File: config.mk
export PLATFORM = sky130hd
export DESIGN_NAME = dual_rate_counter
export DESIGN_NICKNAME = d
export VERILOG_FILES = /design/src/rtl/dual_rate_counter.sv
export SDC_FILE = /design/constraint.sdc
export NUM_CORES = 1
export LEC_CHECK = 0
export ABC_AREA = 1
export BUFFER_PORTS_ARGS = -buffer_cell sky130_fd_sc_hd__buf_2
export CAP_MARGIN = 30
export CORE_MARGIN = 8
export CORE_UTILIZATION = 50
export CTS_BUF_LIST = sky130_fd_sc_hd__clkbuf_16
export DETAILED_ROUTE_END_ITERATION = 6
export PLACE_DENSITY_LB_ADDON = 0.2
export REMOVE_ABC_BUFFERS = 1
export SYNTH_ARGS = -nofsm -noshare
export SYNTH_HDL_FRONTEND = slang
export SYNTH_SLANG_ARGS = --single-unit
File: constraint.sdc
create_clock -name Clk -period 3.2 [get_ports Clk]
set_input_delay 0 -clock Clk [delete_from_list [all_inputs] [get_ports Clk]]
set_output_delay 0 -clock Clk [all_outputs]
set_load 0.02 [all_outputs]
File: src/rtl/dual_rate_counter.sv
// dual_rate_counter
//
// Pair of event counters sharing one enable and a select line. With Slt low,
// every enabled clock advances the fast counter Output0. With Slt high, enabled
// clocks feed a prescaler, and the slow counter Output1 advances once every DIV
// such clocks. The block is used as a simple cycle/event statistics source in
// the pre-CPU test infrastructure.
//
// Parameters:
//   WIDTH - width of both counters; each wraps modulo 2^WIDTH
//   DIV   - enabled Slt=1 clocks per Output1 increment (2..256)
//
// Ports:
//   Clk     - clock; all state changes on its rising edge
//   Reset   - synchronous active-low reset; clears both counters and the prescaler
//   Slt     - counter select: 0 = Output0, 1 = Output1 (through the prescaler)
//   En      - count enable; nothing changes while low
//   Output0 - fast counter, registered
//   Output1 - slow (divided) counter, registered

module dual_rate_counter #(
  parameter int WIDTH = 64,
  parameter int DIV   = 4
) (
  input  logic             Clk,
  input  logic             Reset,
  input  logic             Slt,
  input  logic             En,
  output logic [WIDTH-1:0] Output0,
  output logic [WIDTH-1:0] Output1
);

  localparam int PW = $clog2(DIV);
  localparam logic [PW-1:0] PRE_LAST = PW'(DIV - 1);

  logic [PW-1:0] pre;

  // Priority is Reset, then En, then Slt. At most one counter moves per edge.
  // The prescaler is only touched by reset or by an enabled Slt=1 edge. Partial
  // progress therefore survives periods spent on the fast counter or idle.
  always_ff @(posedge Clk) begin
    if (!Reset) begin
      Output0 <= '0;
      Output1 <= '0;
      pre     <= '0;
    end else if (En) begin
      if (!Slt) begin
        Output0 <= Output0 + WIDTH'(1);
      end else if (pre == PRE_LAST) begin
        Output1 <= Output1 + WIDTH'(1);
        pre     <= '0;
      end else begin
        pre <= pre + PW'(1);
      end
    end
  end

endmodule

# Word level (Yosys, flattened, before mapping)
# Cells that the tools add are included.
# totals
reg_bits	130
latchBits	0
mem_bits_rw	0
mem_bits_ro	0
input_bits	4
output_inout_bits	128
elab_cells	12
mem_count	0
# op_classes
n_addsub	3
multipliers	0
n_div	0
n_lt_le_gt_ge	0
n_eq_ne	1
shifts	0
n_mux	1
bitwise	1
reduce_logical	3
# ops
op	n
64-bit by 1-bit adder with 64-bit output, second input constant	2
2-bit AND reduction	2
3-bit AND reduction	1
2-bit by 1-bit adder with 2-bit output, second input constant	1
2-bit == test, second input constant	1
2-bit 2-to-1 mux	1
1-bit NOT	1

# Longest topological paths before layout
# Gate-level depths: netlist of the first run.
# logic_depth
depth_word	2
mapped_depth	11
ltp_nobuf	11

# Worst setup path after synthesis of the first run
# No wires, ideal clock.
# synth_timing
path_type	register to register
startpoint	register Output0[1]
endpoint	register Output0[26]
setup_time_ps	116
arrival_ps	1614
required_ps	3084
setup_slack_ps	1470
path_stages_with_launch	9
synth_period_minus_slack_ps	1730
path_cell_list	dfxtp_1 -> ha_1 -> inv_1 -> nor2_1 -> nand2_1 -> nor3_2 -> nand2_1 -> o21ai_0 -> nor2_1
# synth_via
elab_chain_len	1
# synth_rtl
element	line_no	rtl
from (decl)	29	output logic [WIDTH-1:0] Output0,
from (signal assigned)	48	Output0 <= Output0 + WIDTH'(1);
64-bit by 1-bit adder with 64-bit output	48	
# No other way between the ends.
# A chain may end at the register's enable or synchronous reset.

# Final worst setup path of the first run
# layout_timing
startpoint	register pre[0]
endpoint	register Output1[52]
# layout_via
elab_chain_len	2
# layout_rtl
element	line_no	rtl
from (decl)	36	logic [PW-1:0] pre;
from (signal assigned)	53	pre <= pre + PW'(1);
2-bit == test	49	end else if (pre == PRE_LAST) begin
3-bit AND reduction (no line)	-	
to (signal assigned)	50	Output1 <= Output1 + WIDTH'(1);
to (decl)	30	output logic [WIDTH-1:0] Output1
# No other way between the ends.

==> results of run 1 <==
## power by group through the flow
stage	logic, mW	clock network, mW	registers [mW]
floorplan	0.0370	0	1.66
global placement	0.0761	0	1.66
detailed placement	0.0777	0	1.66
CTS	0.0813	1.75	1.63
global route	0.0917	1.82	1.63
finish	0.0820	1.73	1.63
## state kept, by name (all words and copies together), names as in the netlist
signal and count:
Output0 64, Output1 64, pre 2
## cells in the final DEF, fill, tap and decap left out, types with 2 or more instances in the layout
master,netlist,layout
a21oi_1,52,52
and2_1,4,4
buf_2,0,131
buf_4,2,2
clkbuf_16,0,17
clkinv_1,0,8
clkinv_2,0,3
dfxtp_1,130,130
dlygate4sd3_1,0,3
ha_1,3,3
inv_1,139,140
nand2_1,338,338
nand2_2,2,2
nand3_1,87,87
nand3_2,2,2
nand3b_1,4,4
nand4_1,33,33
nor2_1,328,328
nor2_2,13,13
nor2_4,3,3
nor3_1,17,17
nor3_2,3,3
nor3b_1,6,6
o21ai_0,38,38
o21bai_1,2,2
xnor2_1,4,4
xor2_1,17,17
## cells in the mapped netlist
cell type  count  area [um^2]
nor3_1        17         85.1
a31oi_1        1         6.26
nor2_2        13         81.3
ha_1           3         37.5
nor2_1       328         1230
nor3b_1        6         45.0
xnor2_1        4         35.0
inv_2          1         3.75
and3_1         1         6.26
clkbuf_1      11         41.3
o21a_1         1         7.51
inv_1        139          522
dfxtp_1      130         2600
nand2_1      338         1270
buf_1          4         15.0
nand2_2        2         12.5
and2_1         4         25.0
o21ai_0       38          190
nand3_2        2         20.0
a21oi_1       52          260
nor4_1         1         6.26
nor3_2         3         30.0
xor2_1        17          149
nand4_1       33          206
nor4_2         1         12.5
o21bai_1       2         15.0
nor2_4         3         33.8
nand3_1       87          435
nand3b_1       4         30.0
buf_4          2         15.0
## per-stage QoR
step | util, % | worst slack [ns]
final | 60.6 | 1.16
after global routing | 60.6 | 0.937
after CTS | 60.6 | 1.18
after detailed placement | 57.0 | 1.19
after global placement | 57.0 | 1.27
after floorplan | - | 1.47
## tightest hold or removal path, cell delays in order
cell and delay, ns:
buf_2 0.32, nand2_1 0.16, nor2_1 0.03
## cell families (layout without fill, tap and decap cells)
group                      after synthesis  count (layout)  synth area share, %
and+or+nand+nor                        843             843                 47.5
buffers and inverters                  157             307                 8.03
DFF                                    130             130                 35.0
AOI/OAI and AO/OA                       94              94                 6.45
xor gates and xnor gates                21              21                 2.48
adders and majority gates                3               3                0.505
## metal layers
layer | GRT usage [%] | up-vias | wire length, um
met5 | 0 | - | 0
met2 | 42.4 | 273 | 11000
met4 | 10.4 | 0 | 656
met1 | 29.2 | 3644 | 9860
met3 | 5.33 | 56 | 1470
li1 | - | 4216 | -
## final cells by class
class                      count  area share, %
multi-input combinational    961           48.0
sequential                   130           29.5
timing repair buffer         137           8.18
inverter                     140           5.96
clock buffer                  17           4.83
tap                          184           2.61
clock inverter                13          0.894
## worst min path at each step
stage	slack, ns	startpoint	end
6_report	0.14	Reset	Output1[61]$_SDFFE_PN0P_
2_1_floorplan	0.12	Reset	Output1[60]$_SDFFE_PN0P_
4_1_cts	0.13	Reset	Output1[38]$_SDFFE_PN0P_
5_1_grt	0.16	Reset	Output1[51]$_SDFFE_PN0P_
3_5_place_dp	0.32	En	pre[1]$_SDFFE_PN0P_
3_3_place_gp	0.30	En	pre[1]$_SDFFE_PN0P_
==> impl_metrics.json, run 1 <==
{
  "drv_slew": 0,
  "antenna_found_initial": 0,
  "place.gp.congestion": 0.957,
  "p_total_mw": 3.44,
  "switching_power_uw": 766,
  "clock_power_share_pct": 50.3,
  "crit_cells": 10,
  "finClkSkew_ns": 0.00567,
  "worst-path-max-fanout": 17,
  "synthCells": 1248,
  "endpoint_kind": "flop",
  "multi_input_area_um2": 4230,
  "vias": 8189,
  "clock_latency_ns": 0.42,
  "slew_headroom_pct": 51.5,
  "synth-seq-cells": 130,
  "area_delta_synth_final_pct": 18.6,
  "final_layout_size_suffix_gt1_share_pct": 12.9,
  "numPortBuffers": 131,
  "worst_pin_slew_ns": 0.727,
  "first_pass_iters": 6,
  "worstPathArrival_ns": 2.36,
  "seqPwrFrac_pct": 47.3,
  "seq_area_um2": 2600,
  "wire_per_inst_um": 14.5,
  "cts_tree": "yes",
  "remaining_drc_errors": 0,
  "post-cts-setup-buffers": 0,
  "clk_pin_slew_ns": 0.06,
  "ys_types": 30,
  "cts_buffer_depth": 2,
  "cp_top_family": "simple AND/OR/NAND/NOR gates",
  "core_area_um2": 14500,
  "dpl.cell_count": 1549,
  "hold_viol_final": 0,
  "comb_power_share_pct": 2.4,
  "min_path_type": "primary input to flop",
  "endpoint": "Output1[52]$_SDFFE_PN0P_",
  "hold_depth": 3,
  "setup_viol": 0,
  "fin_area_um2": 8810,
  "critical_path.max_stage_delay_ns": 0.41,
  "grt_max_degree": 59,
  "rsz0062_at_grt": "false",
  "ios": 132,
  "ant_nets": 0,
  "post_dp_cell_area_um2": 8280,
  "peakVddDrop_v": 0.000361,
  "grt.overflow.total": 0,
  "cts.sinks": 130,
  "crit_required_ns": 3.51,
  "reg2regPathDepth": 10,
  "num_antenna_cells": 0,
  "reg2reg_from": "pre[0]$_SDFFE_PN0P_",
  "initial_core_util_pct": 51.1,
  "cp_cell_sequence": "ha_1 -> inv_1 -> nor2_4 -> nand3_2 -> nor2_1 -> nand2_1 -> nor2_1 -> nand3_1 -> nand2_1 -> nor2_1",
  "netlist_area_um2": 7430,
  "whs_ns": 0.138,
  "design.die.area_um2": 19000,
  "setup-tns-final_ns": 0,
  "grt_pass1_vias": 7715,
  "die_h_um": 138,
  "cp.buffers_inverters": 1,
  "cts_buffers": 17,
  "critPathKind": "flop to flop",
  "cts_hold_buf": 3,
  "drv_cap": 0,
  "rows": 44,
  "intPower_mw": 2.67,
  "seq_area_frac_synth_pct": 35.0,
  "slowest_stage": "nor2_4",
  "r2r-end": "Output1[52]$_SDFFE_PN0P_",
  "dpl.hpwl_um": 17700,
  "regToRegSetupSlack_ns": 1.16,
  "grt_usage_pct": 24.7,
  "status": "finished clean",
  "ctsResizeCount": 0,
  "fin_crit_sh_pct": 63.9,
  "start_kind": "flop",
  "nFillCells": 1479,
  "avgSynthCellArea_um2": 5.95,
  "path_common_cell": "nor2_1",
  "p_leak_nw": 3.60,
  "fin_crit_ns": 2.04,
  "power_density_nw_per_um2": 390,
  "viasPerCell": 5.18,
  "die_x_um": 138,
  "ys_warn_count": 0,
  "nets": 1394,
  "wl_um": 23000,
  "instances_no_fill": 1582,
  "grt_pass1_wl_um": 37400,
  "swShare_pct": 22.3,
  "cts_root_buffer": "clkbuf_16",
  "htreeDepth": 4,
  "drt_iter0_markers": 634,
  "startpoint": "pre[0]$_SDFFE_PN0P_",
  "max_freq_mhz": 489
}
(Power assumes the default switching activity.)
==> run 2, diff against run 1 <==
Settings changed: ABC_AREA 1 to 0.
Clock period 3.2 ns to 2.1 ns, I/O delays scaled along.
==> run 2 against run 1 <==
  * The run now ends with setup timing left
  * Hold slack got worse by 0.099 ns
  * Clock-buffer cell count unchanged
  * Routed wire length decreased by 4.5%
  * Synthesized area decreased by 15%
  * Flip-flop and latch count unchanged
  * Fmax decreased by 12%
  * Cell count decreased by 21%
  * Critical path depth decreased by 3
  * Critical endpoint is now Output1[43]$_SDFFE_PN0P_
  * Non-clock buffer count increased by 164
  * Worst setup slack got worse by 1.4 ns
  * First-iteration DRC count increased by 2.8%
==> impl_metrics.json, run 2 <==
{
  "status": "finished with violations",
  "clock_latency_ns": 0.42,
  "max_freq_mhz": 430,
  "startpoint": "pre[1]$_SDFFE_PN0P_",
  "comb_power_share_pct": 1.9,
  "swShare_pct": 21.4,
  "p_leak_nw": 3.85,
  "core_area_um2": 12500,
  "post_dp_cell_area_um2": 8110,
  "rows": 41,
  "seqPwrFrac_pct": 46.2,
  "die_x_um": 128,
  "grt_usage_pct": 24.5,
  "place.gp.congestion": 0.889,
  "numPortBuffers": 131,
  "grt_max_degree": 50,
  "initial_core_util_pct": 50.5,
  "synth_top_flop_cell": "dfxtp_1",
  "vias": 7384,
  "cts.sinks": 130,
  "cts_buffers": 17,
  "nets": 1066,
  "netlist_top_cells_area": "dfxtp_1 (41%), xor2_1 (6.4%), nand4_1 (5.7%), nor2_1 (5.5%), a21oi_1 (4.3%)",
  "first_pass_iters": 7,
  "layout_commonest_cell": "buf_4",
  "worst_slack_ns": -0.225,
  "grt_pass1_vias": 6954,
  "seq_area_frac_synth_pct": 41.3,
  "synth_top_area_cell": "dfxtp_1",
  "synth_top_area_share_pct": 41.3,
  "fin_area_um2": 9300,
  "wl_um": 22000,
  "critPathKind": "flop to flop",
  "drv_slew": 0,
  "drv_cap": 0,
  "cts_tree": "yes",
  "whs_ns": 0.0386,
  "crit_required_ns": 2.46,
  "clk_pin_slew_ns": 0.06,
  "design.die.area_um2": 16400,
  "rsz0062_at_grt": "true",
  "dpl.hpwl_um": 15000,
  "clock_power_share_pct": 51.9,
  "place_ws_ns": -0.293,
  "reg2reg_from": "pre[1]$_SDFFE_PN0P_",
  "worstPathArrival_ns": 2.68,
  "setup_viol": 12,
  "fin_crit_ns": 2.33,
  "power_density_nw_per_um2": 576,
  "cts_buffer_depth": 2,
  "synthArstFlopShare_pct": 0,
  "ant_nets": 0,
  "fin_crit_sh_pct": 111,
  "biggestRegsByFlops": "Output0 x64, Output1 x64, pre x2",
  "worst-path-max-fanout": 5,
  "ys_warn_count": 0,
  "peakVddDrop_v": 0.000460,
  "endpoint_kind": "flop",
  "viasPerCell": 5.94,
  "num_antenna_cells": 0,
  "remaining_drc_errors": 0,
  "grt_pass1_wl_um": 32900,
  "worst_pin_slew_ns": 0.591,
  "drt_iter0_markers": 652,
  "synthCells": 765,
  "finClkSkew_ns": 0.00610,
  "htreeDepth": 4,
  "avgSynthCellArea_um2": 8.23,
  "grt.overflow.total": 0,
  "synth_edf_count": 0,
  "switching_power_mw": 1.15,
  "intPower_mw": 4.21,
  "final_layout_size_suffix_gt1_share_pct": 37.6,
  "min_from": "Slt",
  "hold_viol_final": 0,
  "slew_headroom_pct": 60.5,
  "wire_per_inst_um": 17.7,
  "synth-seq-cells": 130,
  "min_path_type": "primary input to flop",
  "antenna_found_initial": 0,
  "netlist_area_um2": 6300,
  "violations": "setup timing",
  "cts_root_buffer": "clkbuf_16",
  "ys_types": 41,
  "synth_commonest_cells": "dfxtp_1 (130), nor2_1 (92), nand2_1 (58)",
  "ios": 132,
  "area_delta_synth_final_pct": 47.7,
  "yosysMostFrequentCell": "dfxtp_1",
  "start_kind": "flop",
  "die_h_um": 128,
  "final_cell_mix": "buf_4 (158), buf_2 (132), dfxtp_1 (117)"
}
## run 2: changes by cell type after synthesis, sizes merged, moves of 25 or more
cell | previous run | this run
nand2 | 340 | 58
nor2 | 344 | 92
inv | 140 | 12
nand3 | 89 | 52
or3 | 0 | 31
xor2 | 17 | 46
nand4 | 33 | 58
or4 | 0 | 25
## run 2: metal layers
layer / global-route usage [%] / vias to the layer above / part of all wire [%]
li1: - / 3405 / -
met1: 27.0 / 3533 / 38
met2: 42.8 / 369 / 50
met3: 6.32 / 77 / 8.3
met4: 12.2 / 0 / 3.4
met5: 0 / - / 0
## run 2: path summary, 6_finish.rpt
path	to	slack, ns	depth (start not counted)
worst max register to register	Output1[43]$_SDFFE_PN0P_	-0.23	7
worst min register to register	pre[1]$_SDFFE_PN0P_	0.48	2
worst max-delay path	Output1[43]$_SDFFE_PN0P_	-0.23	7
worst min-delay path	pre[1]$_SDFFE_PN0P_	0.04	4
## run 2: power by group through the flow
stage                     combinational [mW]  clock, mW  sequential [mW]
after floorplan                       0.0363          0             2.53
after global placement                0.0909          0             2.53
after CTS                             0.0957       2.81             2.48
after detailed placement              0.0921          0             2.53
final                                  0.100       2.78             2.47
after global routing                   0.109       2.91             2.47
## run 2: logic make-up after synthesis
logic type | after synthesis | share of synthesized area, %
AOI/OAI and AO/OA | 107 | 9.58
xor gates and xnor gates | 74 | 10.3
adders and majority gates | 3 | 0.596
buffers and inverters | 39 | 2.46
DFF | 130 | 41.3
muxes | 1 | 0.159
and+or+nand+nor | 411 | 35.6
## run 2: final cells by class
type                    instances  area [um^2]
clock buffers                  17          425
clock inverters                15          125
fillers                       904         3160
inverters                      12         46.3
multi-input cells             597         3860
flip-flops and latches        130         2620
well taps                     172          215
repair buffers                301         2000
## run 2: worst max-delay path, stage by stage (launching register included)
cell,delay (ns)
dfxtp_2,0.35
ha_4,0.15
nand3_4,0.07
or4_4,0.56
or4_4,0.50
buf_6,0.16
or3_4,0.33
a21oi_2,0.14
## run 2: metrics by stage
step | util, % | total power [mW] | cells | TNS (ns)
finish | 74.6 | 5.36 | 1244 | -1.61
global route | 74.6 | 5.49 | 1244 | -2.38
CTS | 70.8 | 5.38 | 1215 | -1.82
detailed placement | 65.0 | 2.62 | 1177 | -2.59
global placement | 65.0 | 2.62 | 1177 | -1.48
floorplan | - | 2.57 | 738 | -7.34
## run 2: timing repair
item                                   in CTS  in global routing
gates resized for setup                    25                 59
setup buffers                               5                 27
hold buffers                                1                  0
gates cloned                                0                  3
endpoints found under the hold margin       6                  0
setup endpoints to repair                  27                 44
pin swaps                                  11                 42
==> run 3, diff against run 2 <==
Settings changed: BUFFER_PORTS_ARGS -buffer_cell sky130_fd_sc_hd__buf_2 to -buffer_cell sky130_fd_sc_hd__clkbuf_2, CORE_UTILIZATION 50 to 40.
==> run 3 against run 2 <==
  * Clock power rose by 22%
  * Global-route usage shrank 4.4 points
  * Routed wire length fell by 7.5%
  * The flow still finishes with violations (setup timing)
  * Total power up 11%
  * Hold slack improved by 0.030 ns
  * Clock-buffer cell count unchanged
  * Die area is 22% higher
  * Flip-flop and latch count did not move
  * Combinational power down 9.8%
  * Via count decreased by 6.8%
  * Critical path type unchanged
  * Sequential power hardly changed
  * Core utilization fell by 14 points
==> impl_metrics.json, run 3 (same netlist as run 2, synthesis figures left out) <==
{
  "htreeDepth": 4,
  "peakVddDrop_v": 0.000642,
  "place.gp.congestion": 0.861,
  "status": "finished with violations",
  "antenna_found_initial": 0,
  "drt_iter0_markers": 481,
  "numPortBuffers": 131,
  "start_kind": "flop",
  "layout_commonest_cell": "buf_4",
  "power_density_nw_per_um2": 628,
  "grt_pass1_wl_um": 32600,
  "rsz0062_at_grt": "true",
  "core_area_um2": 15700,
  "die_h_um": 141,
  "worst-path-max-fanout": 4,
  "worst_pin_slew_ns": 0.539,
  "crit_required_ns": 2.45,
  "wire_per_inst_um": 15.6,
  "worstPathArrival_ns": 2.62,
  "grt_pass1_vias": 6565,
  "nFillCells": 1415,
  "slowest_stage": "or4_4",
  "final_util_pct": 60.6,
  "first_pass_iters": 5,
  "cp_top_family": "simple AND/OR/NAND/NOR gates",
  "remaining_drc_errors": 0,
  "slew_headroom_pct": 64.1,
  "endpoint_kind": "flop",
  "hold_viol_final": 0,
  "grt_usage_pct": 20.1,
  "cp_cell_sequence": "nand4_4 -> or4_4 -> or4_4 -> or4_4 -> a21oi_2",
  "ios": 132,
  "ant_nets": 0,
  "startpoint": "Output1[6]$_SDFFE_PN0P_",
  "rows": 46,
  "final_cell_mix": "buf_4 (178), clkbuf_2 (131), dfxtp_1 (117)",
  "min_path_type": "primary input to flop",
  "p_leak_nw": 3.84,
  "max_freq_mhz": 442,
  "cts_buffers": 17,
  "clk_pin_slew_ns": 0.05,
  "reg2reg_from": "Output1[6]$_SDFFE_PN0P_",
  "drv_slew": 0,
  "final_layout_size_suffix_gt1_share_pct": 37.0,
  "fin_crit_ns": 2.26,
  "design.die.area_um2": 20000,
  "biggestRegsByFlops": "Output0 x64, Output1 x64, pre x2",
  "worst_slack_ns": -0.161,
  "min_from": "Slt",
  "cts_tree": "yes",
  "cts.sinks": 130,
  "num_antenna_cells": 0,
  "vias": 6885,
  "finClkSkew_ns": 0.00541,
  "setup-tns-final_ns": -0.713,
  "fin_crit_sh_pct": 108,
  "die_x_um": 141,
  "violations": "setup timing",
  "critical_path.max_stage_delay_ns": 0.57,
  "nets": 1081,
  "clock_latency_ns": 0.42,
  "cts_root_buffer": "clkbuf_16",
  "wl_um": 20300,
  "critPathKind": "flop to flop",
  "viasPerCell": 5.28,
  "drv_cap": 0,
  "setup_viol": 9,
  "cts_buffer_depth": 2,
  "grt.overflow.total": 0,
  "cp.buffers_inverters": 0,
  "path_common_cell": "or4_4",
  "area_delta_synth_final_pct": 50.7,
  "initial_core_util_pct": 40.2,
  "grt_max_degree": 76,
  "dpl.hpwl_um": 14700
}
-- run 3: cell count changes in the layout (fill, tap and decap cells not counted), moves of 7 or more --
cell / delta
buf_4: +20
a21oi_2: -7
a21oi_1: +7
buf_2: -131
clkbuf_2: +131
-- run 3: worst min-delay path, cell delays in order --
cell and delay, ns:
clkbuf_2 0.16, buf_4 0.17, nand3_1 0.07, a21oi_1 0.05
-- run 3: layer usage --
metal | wire length, um | share of wire, % | GRT usage [%]
met1 | 9070 | 45 | 25.2
met2 | 9680 | 48 | 33.3
met3 | 1300 | 6.4 | 5.11
met4 | 277 | 1.4 | 6.44
met5 | 0 | 0 | 0
-- run 3: worst paths after layout --
check	cells past startpoint	slack (ns)	to
hold / removal	4	0.07	pre[1]$_SDFFE_PN0P_
setup reg to reg	5	-0.16	Output1[59]$_SDFFE_PN0P_
setup / recovery	5	-0.16	Output1[59]$_SDFFE_PN0P_
hold reg to reg	2	0.47	pre[1]$_SDFFE_PN0P_
-- run 3: power breakdown --
group	internal (mW)	switching [mW]	total (mW)
Clock	2.31	1.08	3.39
Sequential	2.47	0.00306	2.47
Combinational	0.0256	0.0647	0.0902
Total	4.81	1.15	5.96
-- run 3: final cells by class --
type / count / area [um^2] / share of cell area, %
clock buffer: 17 / 425 / 4.48
clock inverter: 15 / 245 / 2.58
inverter: 12 / 46.3 / 0.488
multi-input combinational: 596 / 3800 / 40.0
sequential: 130 / 2620 / 27.6
tap: 216 / 270 / 2.85
timing repair buffer: 317 / 2080 / 22.0
-- run 3: through the flow --
step / setup WS [ns] / power (mW) / hold slack, ns / cells / instance area, um^2
2_1_floorplan: -0.465 / 2.57 / 0.118 / 738 / 6190
3_3_place_gp: -0.217 / 2.61 / 0.373 / 1245 / 8330
3_5_place_dp: -0.253 / 2.62 / 0.370 / 1245 / 8330
4_1_cts: -0.177 / 6.01 / 0.0516 / 1282 / 9110
5_1_grt: -0.224 / 6.12 / 0.0847 / 1303 / 9490
6_report: -0.161 / 5.96 / 0.0686 / 1303 / 9490
-- run 3: what timing repair did --
action | 4_1_cts | 5_1_grt
resized for setup | 16 | 48
endpoints found under the setup margin | 15 | 44
setup buffers | 4 | 20
pin swaps | 12 | 25
endpoints found under the hold margin | 6 | 0
cloned | 0 | 1
hold buffers | 1 | 0
